File: src/rtl/sha256_if.sv
// Request/response bundle between a SHA-256 block source and the compression core.
// start is a one-cycle request honoured only while busy=0; ready is a level that stays high until the next accepted start.
interface sha256_if;
  logic         start;
  logic         init;
  logic [511:0] block;
  logic         busy;
  logic         ready;
  logic [255:0] digest;

  modport master (output start, init, block, input busy, ready, digest);
  modport slave  (input start, init, block, output busy, ready, digest);
endinterface

File: src/rtl/sha256_core.sv
// SHA-256 compression core: one 512-bit block per request, ROUNDS_PER_CYCLE rounds per clock,
// message schedule generated in a sliding 16-word window, chaining value held in the digest register.
module sha256_core #(
  parameter int ROUNDS_PER_CYCLE = 1
) (
  input  logic       clk,
  input  logic       reset,
  sha256_if.slave    bus,
  output logic [1:0] dbg_state
);

  typedef enum logic [1:0] {IDLE = 2'd0, ROUNDS = 2'd1, FINAL = 2'd2} state_t;

  localparam int         R        = ROUNDS_PER_CYCLE;
  localparam logic [5:0] RND_STEP = 6'(R);
  localparam logic [5:0] RND_LAST = 6'(64 - R);

  localparam logic [31:0] IV [8] = '{
    32'h6a09e667, 32'hbb67ae85, 32'h3c6ef372, 32'ha54ff53a,
    32'h510e527f, 32'h9b05688c, 32'h1f83d9ab, 32'h5be0cd19
  };

  localparam logic [31:0] K [64] = '{
    32'h428a2f98, 32'h71374491, 32'hb5c0fbcf, 32'he9b5dba5, 32'h3956c25b, 32'h59f111f1, 32'h923f82a4, 32'hab1c5ed5,
    32'hd807aa98, 32'h12835b01, 32'h243185be, 32'h550c7dc3, 32'h72be5d74, 32'h80deb1fe, 32'h9bdc06a7, 32'hc19bf174,
    32'he49b69c1, 32'hefbe4786, 32'h0fc19dc6, 32'h240ca1cc, 32'h2de92c6f, 32'h4a7484aa, 32'h5cb0a9dc, 32'h76f988da,
    32'h983e5152, 32'ha831c66d, 32'hb00327c8, 32'hbf597fc7, 32'hc6e00bf3, 32'hd5a79147, 32'h06ca6351, 32'h14292967,
    32'h27b70a85, 32'h2e1b2138, 32'h4d2c6dfc, 32'h53380d13, 32'h650a7354, 32'h766a0abb, 32'h81c2c92e, 32'h92722c85,
    32'ha2bfe8a1, 32'ha81a664b, 32'hc24b8b70, 32'hc76c51a3, 32'hd192e819, 32'hd6990624, 32'hf40e3585, 32'h106aa070,
    32'h19a4c116, 32'h1e376c08, 32'h2748774c, 32'h34b0bcb5, 32'h391c0cb3, 32'h4ed8aa4a, 32'h5b9cca4f, 32'h682e6ff3,
    32'h748f82ee, 32'h78a5636f, 32'h84c87814, 32'h8cc70208, 32'h90befffa, 32'ha4506ceb, 32'hbef9a3f7, 32'hc67178f2
  };

  function automatic logic [31:0] rotr(input logic [31:0] x, input int unsigned n);
    return (x >> n) | (x << (32 - n));
  endfunction

  function automatic logic [31:0] bsig0(input logic [31:0] x);
    return rotr(x, 2) ^ rotr(x, 13) ^ rotr(x, 22);
  endfunction

  function automatic logic [31:0] bsig1(input logic [31:0] x);
    return rotr(x, 6) ^ rotr(x, 11) ^ rotr(x, 25);
  endfunction

  function automatic logic [31:0] ssig0(input logic [31:0] x);
    return rotr(x, 7) ^ rotr(x, 18) ^ (x >> 3);
  endfunction

  function automatic logic [31:0] ssig1(input logic [31:0] x);
    return rotr(x, 17) ^ rotr(x, 19) ^ (x >> 10);
  endfunction

  state_t      state_q, state_d;
  logic [5:0]  rnd_q, rnd_d;
  logic [31:0] w_q [16];
  logic [31:0] w_d [16];
  logic [31:0] v_q [8];
  logic [31:0] v_d [8];
  logic [31:0] h_q [8];
  logic [31:0] h_d [8];
  logic        ready_q, ready_d;
  logic        from_iv_q, from_iv_d;

  logic [31:0] w_t [16];
  logic [31:0] v_t [8];
  logic [31:0] t1, t2, w_new;

  always_comb begin
    state_d   = state_q;
    rnd_d     = rnd_q;
    w_d       = w_q;
    v_d       = v_q;
    h_d       = h_q;
    ready_d   = ready_q;
    from_iv_d = from_iv_q;
    w_t       = w_q;
    v_t       = v_q;
    t1        = '0;
    t2        = '0;
    w_new     = '0;

    case (state_q)
      IDLE: begin
        if (bus.start) begin
          for (int i = 0; i < 16; i++) w_d[i] = bus.block[511 - 32*i -: 32];
          for (int i = 0; i < 8; i++)  v_d[i] = bus.init ? IV[i] : h_q[i];
          from_iv_d = bus.init;
          rnd_d     = '0;
          ready_d   = 1'b0;
          state_d   = ROUNDS;
        end
      end
      ROUNDS: begin
        // w_t[0] is always W_t for the round being computed; the window slides one word per round.
        for (int j = 0; j < R; j++) begin
          t1 = v_t[7] + bsig1(v_t[4]) + ((v_t[4] & v_t[5]) ^ (~v_t[4] & v_t[6]))
             + K[rnd_q + 6'(j)] + w_t[0];
          t2 = bsig0(v_t[0]) + ((v_t[0] & v_t[1]) ^ (v_t[0] & v_t[2]) ^ (v_t[1] & v_t[2]));
          w_new = ssig1(w_t[14]) + w_t[9] + ssig0(w_t[1]) + w_t[0];
          for (int i = 7; i > 0; i--) v_t[i] = v_t[i-1];
          v_t[4] = v_t[4] + t1;
          v_t[0] = t1 + t2;
          for (int i = 0; i < 15; i++) w_t[i] = w_t[i+1];
          w_t[15] = w_new;
        end
        w_d   = w_t;
        v_d   = v_t;
        rnd_d = rnd_q + RND_STEP;
        if (rnd_q == RND_LAST) state_d = FINAL;
      end
      FINAL: begin
        // The chaining input is either the IV or the untouched digest register, so no copy is kept.
        for (int i = 0; i < 8; i++) h_d[i] = (from_iv_q ? IV[i] : h_q[i]) + v_q[i];
        ready_d = 1'b1;
        state_d = IDLE;
      end
      default: state_d = IDLE;
    endcase
  end

  always_ff @(posedge clk or negedge reset) begin
    if (!reset) begin
      state_q   <= IDLE;
      rnd_q     <= '0;
      ready_q   <= 1'b0;
      from_iv_q <= 1'b0;
      for (int i = 0; i < 16; i++) w_q[i] <= '0;
      for (int i = 0; i < 8; i++) begin
        v_q[i] <= '0;
        h_q[i] <= IV[i];
      end
    end else begin
      state_q   <= state_d;
      rnd_q     <= rnd_d;
      ready_q   <= ready_d;
      from_iv_q <= from_iv_d;
      for (int i = 0; i < 16; i++) w_q[i] <= w_d[i];
      for (int i = 0; i < 8; i++) begin
        v_q[i] <= v_d[i];
        h_q[i] <= h_d[i];
      end
    end
  end

  assign bus.busy   = (state_q != IDLE);
  assign bus.ready  = ready_q;
  assign bus.digest = {h_q[0], h_q[1], h_q[2], h_q[3], h_q[4], h_q[5], h_q[6], h_q[7]};
  assign dbg_state  = state_q;

endmodule

File: src/flat_wrapper.sv
// flat-port wrapper written by rule: the top's interface ports become plain ports
module sha256_core_flat 
#(
  parameter int ROUNDS_PER_CYCLE = 1
)
  (clk, reset, dbg_state, bus_start, bus_init, bus_block, bus_busy, bus_ready, bus_digest);
  sha256_if bus_i ();
  input  logic clk;
  input  logic reset;
  output logic [1:0] dbg_state;
  input wire logic [$bits(bus_i.start)-1:0] bus_start;
  input wire logic [$bits(bus_i.init)-1:0] bus_init;
  input wire logic [$bits(bus_i.block)-1:0] bus_block;
  output wire logic [$bits(bus_i.busy)-1:0] bus_busy;
  output wire logic [$bits(bus_i.ready)-1:0] bus_ready;
  output wire logic [$bits(bus_i.digest)-1:0] bus_digest;
  assign bus_i.start = bus_start;
  assign bus_i.init = bus_init;
  assign bus_i.block = bus_block;
  assign bus_busy = bus_i.busy;
  assign bus_ready = bus_i.ready;
  assign bus_digest = bus_i.digest;
  sha256_core #(.ROUNDS_PER_CYCLE(ROUNDS_PER_CYCLE)) u_core (.clk(clk), .reset(reset), .bus(bus_i), .dbg_state(dbg_state));
endmodule
File: config.mk
export PLATFORM = sky130hd
export DESIGN_NAME = sha256_core_flat
export DESIGN_NICKNAME = d
export VERILOG_FILES = /design/src/rtl/sha256_if.sv /design/src/rtl/sha256_core.sv /design/src/flat_wrapper.sv
export SDC_FILE = /design/constraint.sdc
export NUM_CORES = 2
export LEC_CHECK = 0
export BUFFER_PORTS_ARGS = -buffer_cell sky130_fd_sc_hd__buf_2
export CAP_MARGIN = 20
export CORE_ASPECT_RATIO = 1.4
export CORE_MARGIN = 10
export CORE_UTILIZATION = 59
export DETAILED_ROUTE_END_ITERATION = 16
export GPL_ROUTABILITY_DRIVEN = 0
export PLACE_DENSITY_LB_ADDON = 0.08
export SLEW_MARGIN = 20
export SYNTH_ARGS = -nofsm -noshare
export SYNTH_HDL_FRONTEND = slang
export SYNTH_SLANG_ARGS = --single-unit
File: constraint.sdc
create_clock -name clk -period 22.6 [get_ports clk]
set_input_delay 0 -clock clk [delete_from_list [all_inputs] [get_ports clk]]
set_output_delay 0 -clock clk [all_outputs]
set_load 0.05 [all_outputs]
==> flow_metrics.tcl <==
set metrics [dict create \
    grtUsageTotal_pct 43.09 \
    setup_viol 0 \
    cpMaxStageDelayCell "dfrtp_1" \
    path_clk_slew_ns 0.07 \
    ys.flop_type "dfrtp_1" \
    num-fill-cells 9258 \
    clockRootBuffer "clkbuf_16" \
    ant_nets 0 \
    io_pins 776 \
    tritoncts "yes" \
    cp_max_fo 15 \
    dp_slack_ns 12.90 \
    routed_via_density 6.435 \
    numCtsBuffers 106 \
    wl_per_cell_um 26.92 \
    worstSkewPairLatency_ns 0.77 \
    placed_area_um2 76560 \
    die_area_um2 137000 \
    status "completed" \
    grt_max_degree 282 \
    setup_tns_ns 0 \
    yosys_warnings 0 \
    design_area_um2 85570 \
    met3WireLength_um 36340 \
    post_cts_buffers 0 \
    drc 0 \
    critPathCaptureType "flop" \
    syn-num-nets 9795 \
    layout-drive-gt1-share_pct 14.15 \
    netlist_top_cells_area "dfrtp_1, nand2_1, ha_1" \
    die_w_um 315.7 \
    firstDrtPassIters 11 \
    synth_area_leader_cell "dfrtp_1" \
    grt_pass1_wl_um 444800 \
    netlist_area_um2 72220 \
    io_buffer_count 775 \
    initial_utilization_pct 59.54 \
    wl_um 303800 \
    ys_seq_elements 1034 \
    max_stage_delay_ns 0.72 \
    post-route-period-util_pct 44.54 \
    antenna_found_initial 18 \
    dp_hpwl_um 213400 \
    hold_violations 0 \
    rsz0062_at_grt "no" \
    wl_met2_um 133500 \
    post-route-min-period_ns 10.07 \
    maxCapViolCount 0 \
    overflow 0 \
    clock_skew_ns 0.03101 \
    die_h_um 434.0 \
    h-tree-depth 3 \
    ys_types 85 \
    worstSetupStartpointType "flop" \
    crit_required_ns 23.25 \
    synth_top_cell_area_share_pct 31.12 \
    area_delta_synth_final_pct 18.49 \
    hold_path.class "primary input to async pin" \
    dr.max_layer_used "met5" \
    fin_ws_ns 12.53 \
    timing.hold.ws_ns 0.02825 \
    layout.nets 10670 \
    maxSlewHeadroom_pct 18.61 \
    synth_area_per_cell_um2 8.309 \
    route.layer.met1.wl_um 99780 \
    tightest_slew_ns 1.221 \
    drt_iter0_drc 10620 \
    synth_cells 8691 \
    cts_buffer_depth 3 \
    synth_common_cells "nand2_1, nor2_1, dfrtp_1" \
    num_vias 72610 \
    cts_num_sinks 1034 \
    cp.arrival_ns 10.72 \
    rows 151 \
    grt_pass1_vias 70250 \
    final_max_slew_viol_count 0 \
    synth.most_common_cell "nand2_1" \
    max_clock_freq_ghz 0.09933 \
    yosysSeqAreaShare_pct 36.07 \
    synth_edf_count 0 \
    synthArstFlopShare_pct 100.0 \
    crit_type "flop to flop" \
    core_area_um2 121300 \
]
final timing paths:
| check | startpoint | end | slack (ns) | cells after the start |
|---|---|---|---|---|
| min in group clk | bus_block[89] | u_core.w_q[89] | 0.04 | 4 |
| worst max-delay path | u_core.rnd_q[1] | u_core.v_q[250] | 12.53 | 35 |
| worst max register to register | u_core.rnd_q[1] | u_core.v_q[250] | 12.53 | 35 |
| max in group asynchronous | reset | u_core.v_q[24] | 19.94 | 5 |
| worst min register to register | u_core.bus.digest[96] | u_core.bus.digest[96] | 0.48 | 2 |
| worst min-delay path | reset | u_core.bus.digest[209] | 0.03 | 2 |
layout make-up:
class                   count  area, um^2  share of cell area (%)
inverters                 354        1329                   1.553
flip-flops and latches   1034       26060                   30.45
multi-input cells        6703       42640                   49.84
clock buffers             151        3104                   3.628
repair buffers           1369        9742                   11.39
well taps                1606        2009                   2.348
diodes                     21       52.55                 0.06142
clock inverters            46       629.4                  0.7355
layout by cell type, fill, tap and decap left out, types with 23 or more instances in the layout:
cell type	n
nand2b_1	43
dfstp_2	136
a21oi_1	439
nand3_1	73
a31oi_1	541
or2_2	151
o211ai_1	29
clkbuf_8	24
a222oi_1	42
nand2_1	1511
maj3_1	23
fa_1	195
inv_1	351
o31ai_1	39
buf_2	774
nor3_1	81
and3_1	78
xnor2_1	370
dlygate4sd3_1	519
clkbuf_16	108
o21bai_1	68
o22ai_1	153
ha_1	393
a211oi_1	56
buf_4	68
dfrtp_1	894
or3_1	35
a21o_1	182
mux2i_1	40
o21a_1	65
xor2_1	189
o21ai_0	503
nor2_1	952
nor2b_1	154
layer usage:
layer	vias up	global-route usage, %
met3	1502	12.31
met5	-	0.2130
met2	5123	66.24
li1	31650	-
met4	10	39.26
met1	34330	48.22
state kept, by name, indices dropped and copies added (netlist names):
name / flops
u_core.dbg_state: 2
u_core.w_q: 512
u_core.v_q: 256
u_core.from_iv_q: 1
u_core.bus.digest: 256
u_core.rnd_q: 6
u_core.bus.ready: 1
logic make-up (layout without fill, tap and decap cells):
group                    after synthesis  after routing  share of synthesized area [%]
multiplexers                          53             53                         0.8195
AO/OA/AOI/OAI                       2308           2308                          20.07
buffers and inverters                954           1920                          4.959
adder cells (fa/ha/maj)              611            611                          12.53
flip-flops                          1034           1034                          36.07
AND/OR/NAND/NOR                     3172           3172                          18.77
XOR/XNOR                             559            559                          6.780
other                                  0             21                              0
metrics by stage:
| stage | utilization [%] | std cells |
|---|---|---|
| 2_1_floorplan | - | 8691 |
| 3_3_place_gp | 63.12 | 10550 |
| 3_5_place_dp | 63.12 | 10550 |
| 4_1_cts | 70.50 | 11260 |
| 5_1_grt | 70.52 | 11270 |
| 6_report | 70.54 | 11280 |
worst max-delay path: cells and delay by family (launching register included):
| kind | cells | cell delay (ns) |
|---|---|---|
| simple gates | 5 | 0.72 |
| flops | 1 | 0.72 |
| xor+xnor | 1 | 0.28 |
| fa+ha+maj | 8 | 3.35 |
| mux | 1 | 0.60 |
| buf+inv | 4 | 0.88 |
| compound gates | 16 | 3.35 |
timing repair:
item,CTS,global route
hold endpoints to repair,730,0
resized for setup,0,0
hold buffers,520,0
Power is not shown: default switching activity piles up to over one toggle a cycle in this logic, so the estimate is an artifact.
